===== config.mk =====
export PLATFORM = sky130hd
export DESIGN_NAME = shift_out_serializer
export DESIGN_NICKNAME = d
export VERILOG_FILES = /design/src/rtl/shift_out_serializer_pkg.sv /design/src/rtl/ser_hold_reg.sv /design/src/rtl/shift_out_serializer.sv
export SDC_FILE = /design/constraint.sdc
export NUM_CORES = 1
export LEC_CHECK = 0
export BUFFER_PORTS_ARGS = -buffer_cell sky130_fd_sc_hd__buf_2
export CAP_MARGIN = 40
export CELL_PAD_IN_SITES_DETAIL_PLACEMENT = 1
export CELL_PAD_IN_SITES_GLOBAL_PLACEMENT = 2
export CORE_MARGIN = 2
export CORE_UTILIZATION = 32
export DETAILED_ROUTE_END_ITERATION = 10
export PLACE_DENSITY = 0.86
export SYNTH_ARGS = -nofsm -noshare
export SYNTH_HDL_FRONTEND = slang
export SYNTH_SLANG_ARGS = --single-unit

===== constraint.sdc =====
create_clock -name CLK -period 2.1 [get_ports CLK]
set_input_delay 0.315 -clock CLK [delete_from_list [all_inputs] [get_ports CLK]]
set_output_delay 0.315 -clock CLK [all_outputs]
set_load 0.03 [all_outputs]

===== src/rtl/shift_out_serializer_pkg.sv =====
// +--------------------------------------------------------------------+
// | shift_out_serializer_pkg: shared state encodings and word width     |
// | Revision: 1.0                                                       |
// +--------------------------------------------------------------------+
`default_nettype none

package shift_out_serializer_pkg;

  // Word width shared with the barrel shifter top.
  localparam int DEFAULT_WIDTH = 8;

  typedef enum logic [0:0] {
    ST_IDLE  = 1'b0,
    ST_SHIFT = 1'b1
  } ser_state_t;

endpackage

`default_nettype wire


===== src/rtl/ser_hold_reg.sv =====
// +--------------------------------------------------------------------+
// | ser_hold_reg: one-entry holding register for the next word          |
// | Revision: 1.0                                                       |
// +--------------------------------------------------------------------+
`default_nettype none

module ser_hold_reg
  import shift_out_serializer_pkg::*;
#(
  parameter int WIDTH = DEFAULT_WIDTH
) (
  input  logic             clk,
  input  logic             rst,
  input  logic             load,
  input  logic [WIDTH-1:0] load_data,
  input  logic             drain,
  output logic             valid,
  output logic [WIDTH-1:0] data
);

  // Load only happens while empty and drain only while full, so they never collide.
  always_ff @(posedge clk) begin
    if (rst) begin
      valid <= 1'b0;
      data  <= '0;
    end else if (load) begin
      valid <= 1'b1;
      data  <= load_data;
    end else if (drain) begin
      valid <= 1'b0;
    end
  end

endmodule

`default_nettype wire


===== src/rtl/shift_out_serializer.sv =====
// +--------------------------------------------------------------------+
// | shift_out_serializer: parallel word to framed serial bit stream     |
// | Revision: 1.0                                                       |
// +--------------------------------------------------------------------+
`default_nettype none

module shift_out_serializer
  import shift_out_serializer_pkg::*;
#(
  parameter int WIDTH     = DEFAULT_WIDTH,
  parameter int MSB_FIRST = 0,
  parameter int CW        = 3
) (
  input  logic             CLK,
  input  logic             RST,
  input  logic [WIDTH-1:0] IN_DATA,
  input  logic             IN_VALID,
  output logic             IN_READY,
  output logic             SER_OUT,
  output logic             SER_VALID,
  input  logic             SER_READY,
  output logic             FRAME_START,
  output logic             FRAME_END,
  output logic             BUSY
);

  ser_state_t       state, state_next;
  logic [WIDTH-1:0] sreg, sreg_next;
  logic [CW-1:0]    cnt, cnt_next;
  logic             hold_valid, hold_load, hold_drain;
  logic [WIDTH-1:0] hold_data;
  logic             accept, last;

  assign accept = IN_VALID & ~hold_valid;
  assign last   = (cnt == CW'(WIDTH - 1));

  ser_hold_reg #(
    .WIDTH(WIDTH)
  ) u_hold (
    .clk      (CLK),
    .rst      (RST),
    .load     (hold_load),
    .load_data(IN_DATA),
    .drain    (hold_drain),
    .valid    (hold_valid),
    .data     (hold_data)
  );

  always_ff @(posedge CLK) begin
    if (RST) begin
      state <= ST_IDLE;
      sreg  <= '0;
      cnt   <= '0;
    end else begin
      state <= state_next;
      sreg  <= sreg_next;
      cnt   <= cnt_next;
    end
  end

  always_comb begin
    state_next = state;
    sreg_next  = sreg;
    cnt_next   = cnt;
    hold_load  = 1'b0;
    hold_drain = 1'b0;
    case (state)
      ST_IDLE: begin
        if (accept) begin
          sreg_next  = IN_DATA;
          cnt_next   = '0;
          state_next = ST_SHIFT;
        end
      end
      ST_SHIFT: begin
        if (SER_READY) begin
          if (last) begin
            // Held word first; otherwise a same-cycle accept bypasses the hold register.
            if (hold_valid) begin
              sreg_next  = hold_data;
              cnt_next   = '0;
              hold_drain = 1'b1;
            end else if (accept) begin
              sreg_next = IN_DATA;
              cnt_next  = '0;
            end else begin
              state_next = ST_IDLE;
            end
          end else begin
            cnt_next  = cnt + CW'(1);
            sreg_next = (MSB_FIRST != 0) ? (sreg << 1) : (sreg >> 1);
          end
        end
        hold_load = accept & ~(SER_READY & last);
      end
      default: state_next = ST_IDLE;
    endcase
  end

  assign IN_READY    = ~hold_valid;
  assign SER_VALID   = (state == ST_SHIFT);
  assign SER_OUT     = SER_VALID & ((MSB_FIRST != 0) ? sreg[WIDTH-1] : sreg[0]);
  assign FRAME_START = SER_VALID & (cnt == '0);
  assign FRAME_END   = SER_VALID & last;
  assign BUSY        = (state == ST_SHIFT) | hold_valid;

endmodule

`default_nettype wire


==> flow_summary.json, run 1 <==
{
  "synth_nets": 175,
  "grt.total_usage_pct": 17.79,
  "synth_edf_count": 0,
  "tightest_slew_ns": 0.5171,
  "h-tree-depth": 1,
  "rr_startpoint": "cnt[0]",
  "max_stage_delay_ns": 0.36,
  "antenna_cells": 0,
  "cts_hold_buf": 0,
  "multiInputGateArea_um2": 739.5,
  "regArea_um2": 420.4,
  "grt_max_degree": 27,
  "fp.dieW_um": 66.59,
  "clock-root-buffer": "clkbuf_8",
  "worst-setup-path-type": "flip-flop to primary output",
  "worstSkewPairLatency_ns": 0.27,
  "synth.yosys.seq_area_share_pct": 33.53,
  "core_um2": 3716,
  "synthArstFlopShare_pct": 0,
  "ir_drop_mv": 0.4319,
  "final_cells": 222,
  "fp-row-count": 22,
  "worstPathMaxFanout": 18,
  "drt_iter0_drc": 83,
  "first_global_vias": 1186,
  "critical_path.slowest_cell": "dfxtp_1",
  "rsz0062_at_grt": "no",
  "placed_area_um2": 1373,
  "fillers": 473,
  "cts_resized": 0,
  "drv_slew": 0,
  "setup_tns_ns": 0,
  "total_power_uw": 930.4,
  "post_cts_buffers": 0,
  "avgSynthCellArea_um2": 7.836,
  "portBuffers": 17,
  "max_freq_mhz": 545.2,
  "hpwl_mm": 2.518,
  "wl_per_cell_um": 15.68,
  "final_antenna_net_count": 0,
  "io_pins": 18,
  "hold_class": "input port to flip-flop",
  "cp_top_family": "buffers and inverters",
  "gp_congestion": 0.8369,
  "startpoint_type": "flip-flop",
  "syn_to_final_growth_pct": 13.07,
  "numCtsBuffers": 3,
  "worstPathCellList": "ha_1 > ha_1 > buf_4 > and2_1 > buf_2",
  "synth-seq-cells": 21,
  "most-common-layout-cells": "dfxtp_1 (21), nor2_1 (21), buf_2 (17)",
  "ys.flop_type": "dfxtp_1",
  "die_h_um": 66.59,
  "vias_per_cell": 5.311,
  "leakagePower_nw": 0.5665,
  "clock_sinks": 21,
  "grt-ovfl-total": 0,
  "synthCells": 160,
  "dp_cells": 218,
  "cpMostUsedCell": "ha_1",
  "p_per_area_nw_per_um2": 656.3,
  "outcome": "finished clean",
  "clk_pin_slew_worst_paths_ns": 0.08,
  "vias": 1179,
  "finalSetupViolCount": 0,
  "final_nets": 190,
  "finalClockSkew_ns": 0.006172,
  "hold_violations": 0,
  "drc": 0,
  "fin_util_pct": 38.15,
  "drv_cap": 0,
  "layout-drive-gt1-share_pct": 18.97,
  "wirelength_mm": 3.482,
  "cts_tree": "built",
  "syn-cell-area_um2": 1254,
  "clockBufferDepth": 2,
  "ys_warn_count": 0,
  "ys_types": 37,
  "antenna_found_initial": 0,
  "finalInstanceArea_um2": 1418,
  "slew_headroom_pct": 65.53,
  "cp.arrival_ns": 1.52,
  "min_period_ns": 1.834,
  "die-area_um2": 4434,
  "timing.final.crit_share_pct": 87.34,
  "startpoint": "cnt[0]",
  "initial_core_util_pct": 33.74,
  "critPathBufInv": 2,
  "firstDrtPassIters": 5,
  "hp-start": "IN_DATA[4]",
  "critPathCaptureType": "primary output",
  "grt_pass1_wl_mm": 5.947,
  "critPathRequiredTime_ns": 1.78
}
[logic make-up (layout without fill, tap and decap cells)]
family                   Yosys count  count (layout)  synth area share [%]
multiplexers                       9               9                 7.286
AO/OA/AOI/OAI                     46              46                 24.35
adder cells (fa/ha/maj)            3               3                 2.994
AND/OR/NAND/NOR                   61              61                 24.35
buffers and inverters             20              34                 7.485
flip-flops                        21              21                 33.53
[synthesized netlist by cell type, types with 2 or more instances]
library cell	instances	area, um^2
dfxtp_1	21	420.4
nor2_1	21	78.83
a21oi_1	15	75.07
nand2b_1	10	62.56
o21ai_0	9	45.04
inv_1	8	30.03
mux2i_1	8	80.08
nand2_1	7	26.28
nand3_1	7	35.03
buf_2	6	30.03
o211ai_1	4	30.03
a22oi_1	3	22.52
and3_1	3	18.77
clkbuf_1	3	11.26
ha_1	3	37.54
nor2b_1	3	18.77
nor3_1	3	15.01
a311o_1	2	20.02
and2_1	2	12.51
o21ai_1	2	10.01
o21ai_2	2	17.52
o22ai_1	2	12.51
o41ai_2	2	32.53
[final cells by class]
class                      instances  area share [%]
multi-input combinational        119           52.16
sequential                        21           29.66
timing repair buffer              22           8.650
tap                               48           4.237
clock buffer                       4           3.177
inverter                           8           2.118
[flip-flops by register name, indices dropped and copies added (netlist names)]
register      cells
u_hold.valid      1
u_hold.data       8
cnt               3
sreg              8
SER_VALID         1
[metrics by stage]
stage,hold WS (ns),setup WS [ns]
after floorplan,0.4516,0.3002
after global placement,0.4771,0.4582
after detailed placement,0.4856,0.3855
after CTS,0.3016,0.2528
after global routing,0.3220,0.1682
final,0.3050,0.2659
[worst paths after layout]
kind / endpoint / slack [ns] / cells after the start
worst min-delay path: u_hold.data[4] / 0.31 / 3
worst max-delay path: FRAME_END / 0.27 / 5
worst max register to register: sreg[5] / 0.35 / 7
worst min register to register: u_hold.data[1] / 0.50 / 2
[power breakdown]
part / leakage, nW / internal, mW / total, mW / switching, mW
Combinational: 0.372 / 0.0790 / 0.209 / 0.130
Sequential: 0.171 / 0.423 / 0.444 / 0.0213
Clock: 0.0228 / 0.136 / 0.277 / 0.141
Total: 0.567 / 0.637 / 0.930 / 0.293
[metal layers]
layer	vias up	track usage [%]	share of wire, %
met5	-	0	0
met4	0	5.102	1.1
met3	7	3.716	3.5
met2	26	29.75	47
met1	557	22.97	48
li1	589	-	-
[worst reg2reg max path, cell delays in order (launching register included)]
cell and delay (ns):
dfxtp_1 0.36, ha_1 0.15, ha_1 0.18, buf_4 0.23, nand2b_1 0.12, nand2_1 0.21
a21oi_1 0.12, o41ai_2 0.29
No activity file was read; power rests on OpenSTA's default activity.
==> run 2, diff against run 1 <==
--- a/config.mk
+++ b/config.mk
@@ -13,6 +13,8 @@
 export CORE_UTILIZATION = 32
 export DETAILED_ROUTE_END_ITERATION = 10
 export PLACE_DENSITY = 0.86
+export REMOVE_ABC_BUFFERS = 1
 export SYNTH_ARGS = -nofsm -noshare
 export SYNTH_HDL_FRONTEND = slang
+export SYNTH_HIERARCHICAL = 1
 export SYNTH_SLANG_ARGS = --single-unit
==> flow_summary.json, run 2 <==
{
  "grt_pass1_wl_mm": 5.347,
  "wirelength_mm": 3.019,
  "tightest_slew_ns": 0.5019,
  "worstPathCellList": "ha_1 > ha_4 > buf_4 > and2_1 > buf_2",
  "hold_violations": 0,
  "initial_core_util_pct": 34.14,
  "hpwl_mm": 2.278,
  "final_antenna_net_count": 0,
  "avgSynthCellArea_um2": 7.879,
  "h-tree-depth": 1,
  "clk_pin_slew_worst_paths_ns": 0.12,
  "first_global_vias": 1123,
  "slew_headroom_pct": 66.49,
  "endpoint": "FRAME_END",
  "synth_top_area_share_pct": 36.05,
  "grt-ovfl-total": 0,
  "fp.dieW_um": 64.37,
  "r2r_slack_ns": 0.43,
  "synth-seq-cells": 21,
  "worstSkewPairLatency_ns": 0.31,
  "drc": 0,
  "fp-row-count": 21,
  "cts_tree": "built",
  "critPathRequiredTime_ns": 1.78,
  "syn_to_final_growth_pct": 14.81,
  "cp.arrival_ns": 1.60,
  "antenna_cells": 0,
  "max_freq_mhz": 522.6,
  "p_per_area_nw_per_um2": 616.1,
  "die-area_um2": 4143,
  "outcome": "finished clean",
  "portBuffers": 17,
  "critPathCaptureType": "primary output",
  "clock-root-buffer": "clkbuf_4",
  "most-common-layout-cells": "dfxtp_1 (20), nor2_1 (19), nand2_1 (17), buf_2 (17), o21ai_0 (12)",
  "leakagePower_nw": 0.5319,
  "firstDrtPassIters": 4,
  "synthCells": 148,
  "ys_top_cells_by_count": "dfxtp_1 (21), nor2_1 (19), nand2_1 (17)",
  "synth_area_leaders": "dfxtp_1 (36%), mux2i_1 (6.9%), nor2_1 (6.1%)",
  "clock_sinks": 21,
  "ys_warn_count": 6,
  "io_pins": 18,
  "worstPathMaxFanout": 10,
  "hold_class": "input port to flip-flop",
  "worst-setup-path-type": "flip-flop to primary output",
  "layout_setup_ws_ns": 0.1866,
  "die_h_um": 64.37,
  "setup_tns_ns": 0,
  "synth_most_common_cell": "dfxtp_1",
  "synthArstFlopShare_pct": 0,
  "min_period_ns": 1.913,
  "syn-cell-area_um2": 1166,
  "reg_top3": "sreg (8), u_hold/data (8), cnt (3)",
  "finalClockSkew_ns": 0.005549,
  "ys.flop_type": "dfxtp_1",
  "final_nets": 183,
  "drv_slew": 0,
  "wl_per_cell_um": 14.24,
  "clockBufferDepth": 2,
  "dpl_worst_slack_ns": 0.2838,
  "numCtsBuffers": 3,
  "worst_r2r_endpoint": "sreg[6]",
  "synth.yosys.seq_area_share_pct": 36.05,
  "yosys.area.top_type": "dfxtp_1",
  "critical_path.slowest_cell": "dfxtp_1",
  "core_um2": 3416,
  "ir_drop_mv": 0.2597,
  "synth_edf_count": 0,
  "layout-drive-gt1-share_pct": 21.08,
  "antenna_found_initial": 0,
  "layout_commonest_cell": "dfxtp_1",
  "startpoint_type": "flip-flop",
  "vias_per_cell": 5.052,
  "holdWs_ns": 0.2542,
  "vias": 1071,
  "rr_startpoint": "cnt[0]",
  "grt_max_degree": 22,
  "max_stage_delay_ns": 0.37,
  "final_cells": 212,
  "finalSetupViolCount": 0,
  "startpoint": "cnt[1]",
  "timing.final.crit_share_pct": 91.11,
  "dp_cells": 208,
  "reg2regPathDepth": 6,
  "rsz0062_at_grt": "no",
  "gp_congestion": 0.7683,
  "drt_iter0_drc": 46,
  "ys_types": 32,
  "drv_cap": 0,
  "grt.total_usage_pct": 16.57
}
-- run 2: cell types whose count changed after synthesis, moves of 3 or more --
cell,previous run,this run
nand2_1,7,17
a21oi_1,15,8
nand2b_1,10,3
a211oi_1,1,6
o211ai_1,4,0
o221ai_1,1,5
a22oi_1,3,0
nor2b_1,3,0
o21ai_0,9,12
-- run 2: worst min-delay path by stage --
stage,startpoint,cells after the start,slack [ns],endpoint
after floorplan,RST,1,0.38,SER_VALID
after global placement,u_hold/data[7],2,0.48,u_hold/data[7]
after detailed placement,u_hold/data[7],2,0.49,u_hold/data[7]
after CTS,IN_DATA[2],3,0.24,u_hold/data[2]
after global routing,IN_DATA[1],3,0.27,u_hold/data[1]
final,IN_DATA[2],3,0.25,u_hold/data[2]
-- run 2: power by group --
group,internal [mW],switching (mW),total (mW)
sequential,0.424,0.0242,0.449
clock,0.0742,0.129,0.203
combinational,0.0744,0.0990,0.173
-- run 2: area by class of cell --
| class | instances | area (um^2) |
|---|---|---|
| sequential | 21 | 421.7 |
| inverter | 10 | 37.54 |
| timing repair buffer | 24 | 137.6 |
| tap | 46 | 57.56 |
| fill | 433 | 2077 |
| multi-input combinational | 107 | 658.1 |
| clock buffer | 4 | 26.28 |
-- run 2: critical path: cells and delay by family (launching register included) --
family                     cells  cell delay, ns
buffers and inverters          2            0.36
and+or+nand+nor                1            0.12
adders and majority gates      2            0.43
DFF                            1            0.37
-- run 2: metrics by stage --
| stage | power (mW) | area, um^2 | utilization, % |
|---|---|---|---|
| after floorplan | 0.5612 | 1104 | - |
| after global placement | 0.6270 | 1299 | 38.02 |
| after detailed placement | 0.6328 | 1299 | 38.02 |
| after CTS | 0.8378 | 1328 | 38.86 |
| after global routing | 0.8775 | 1339 | 39.19 |
| final | 0.8248 | 1339 | 39.19 |
-- run 2: cell families (layout without fill, tap and decap cells) --
kind of cell               Yosys count  after routing  share of synthesized area, %
AOI/OAI and AO/OA                   36             36                         20.39
adders and majority gates            4              4                         4.292
buffers and inverters               20             38                         8.584
DFF                                 21             21                         36.05
muxes                                8              8                         6.867
and+or+nand+nor                     59             59                         23.82
-- run 2: timing repair --
item,4_1_cts,5_1_grt
resized for setup,1,2
hold endpoints to repair,0,0
gates cloned,0,0
setup endpoints to repair,1,1
setup buffers,0,0
hold buffers,0,0
-- run 2: metal layers --
layer / GRT usage [%] / wire length, um
met5: 0 / 0
met4: 6.649 / 46
met2: 27.86 / 1427
met1: 21.48 / 1449
met3: 1.937 / 94
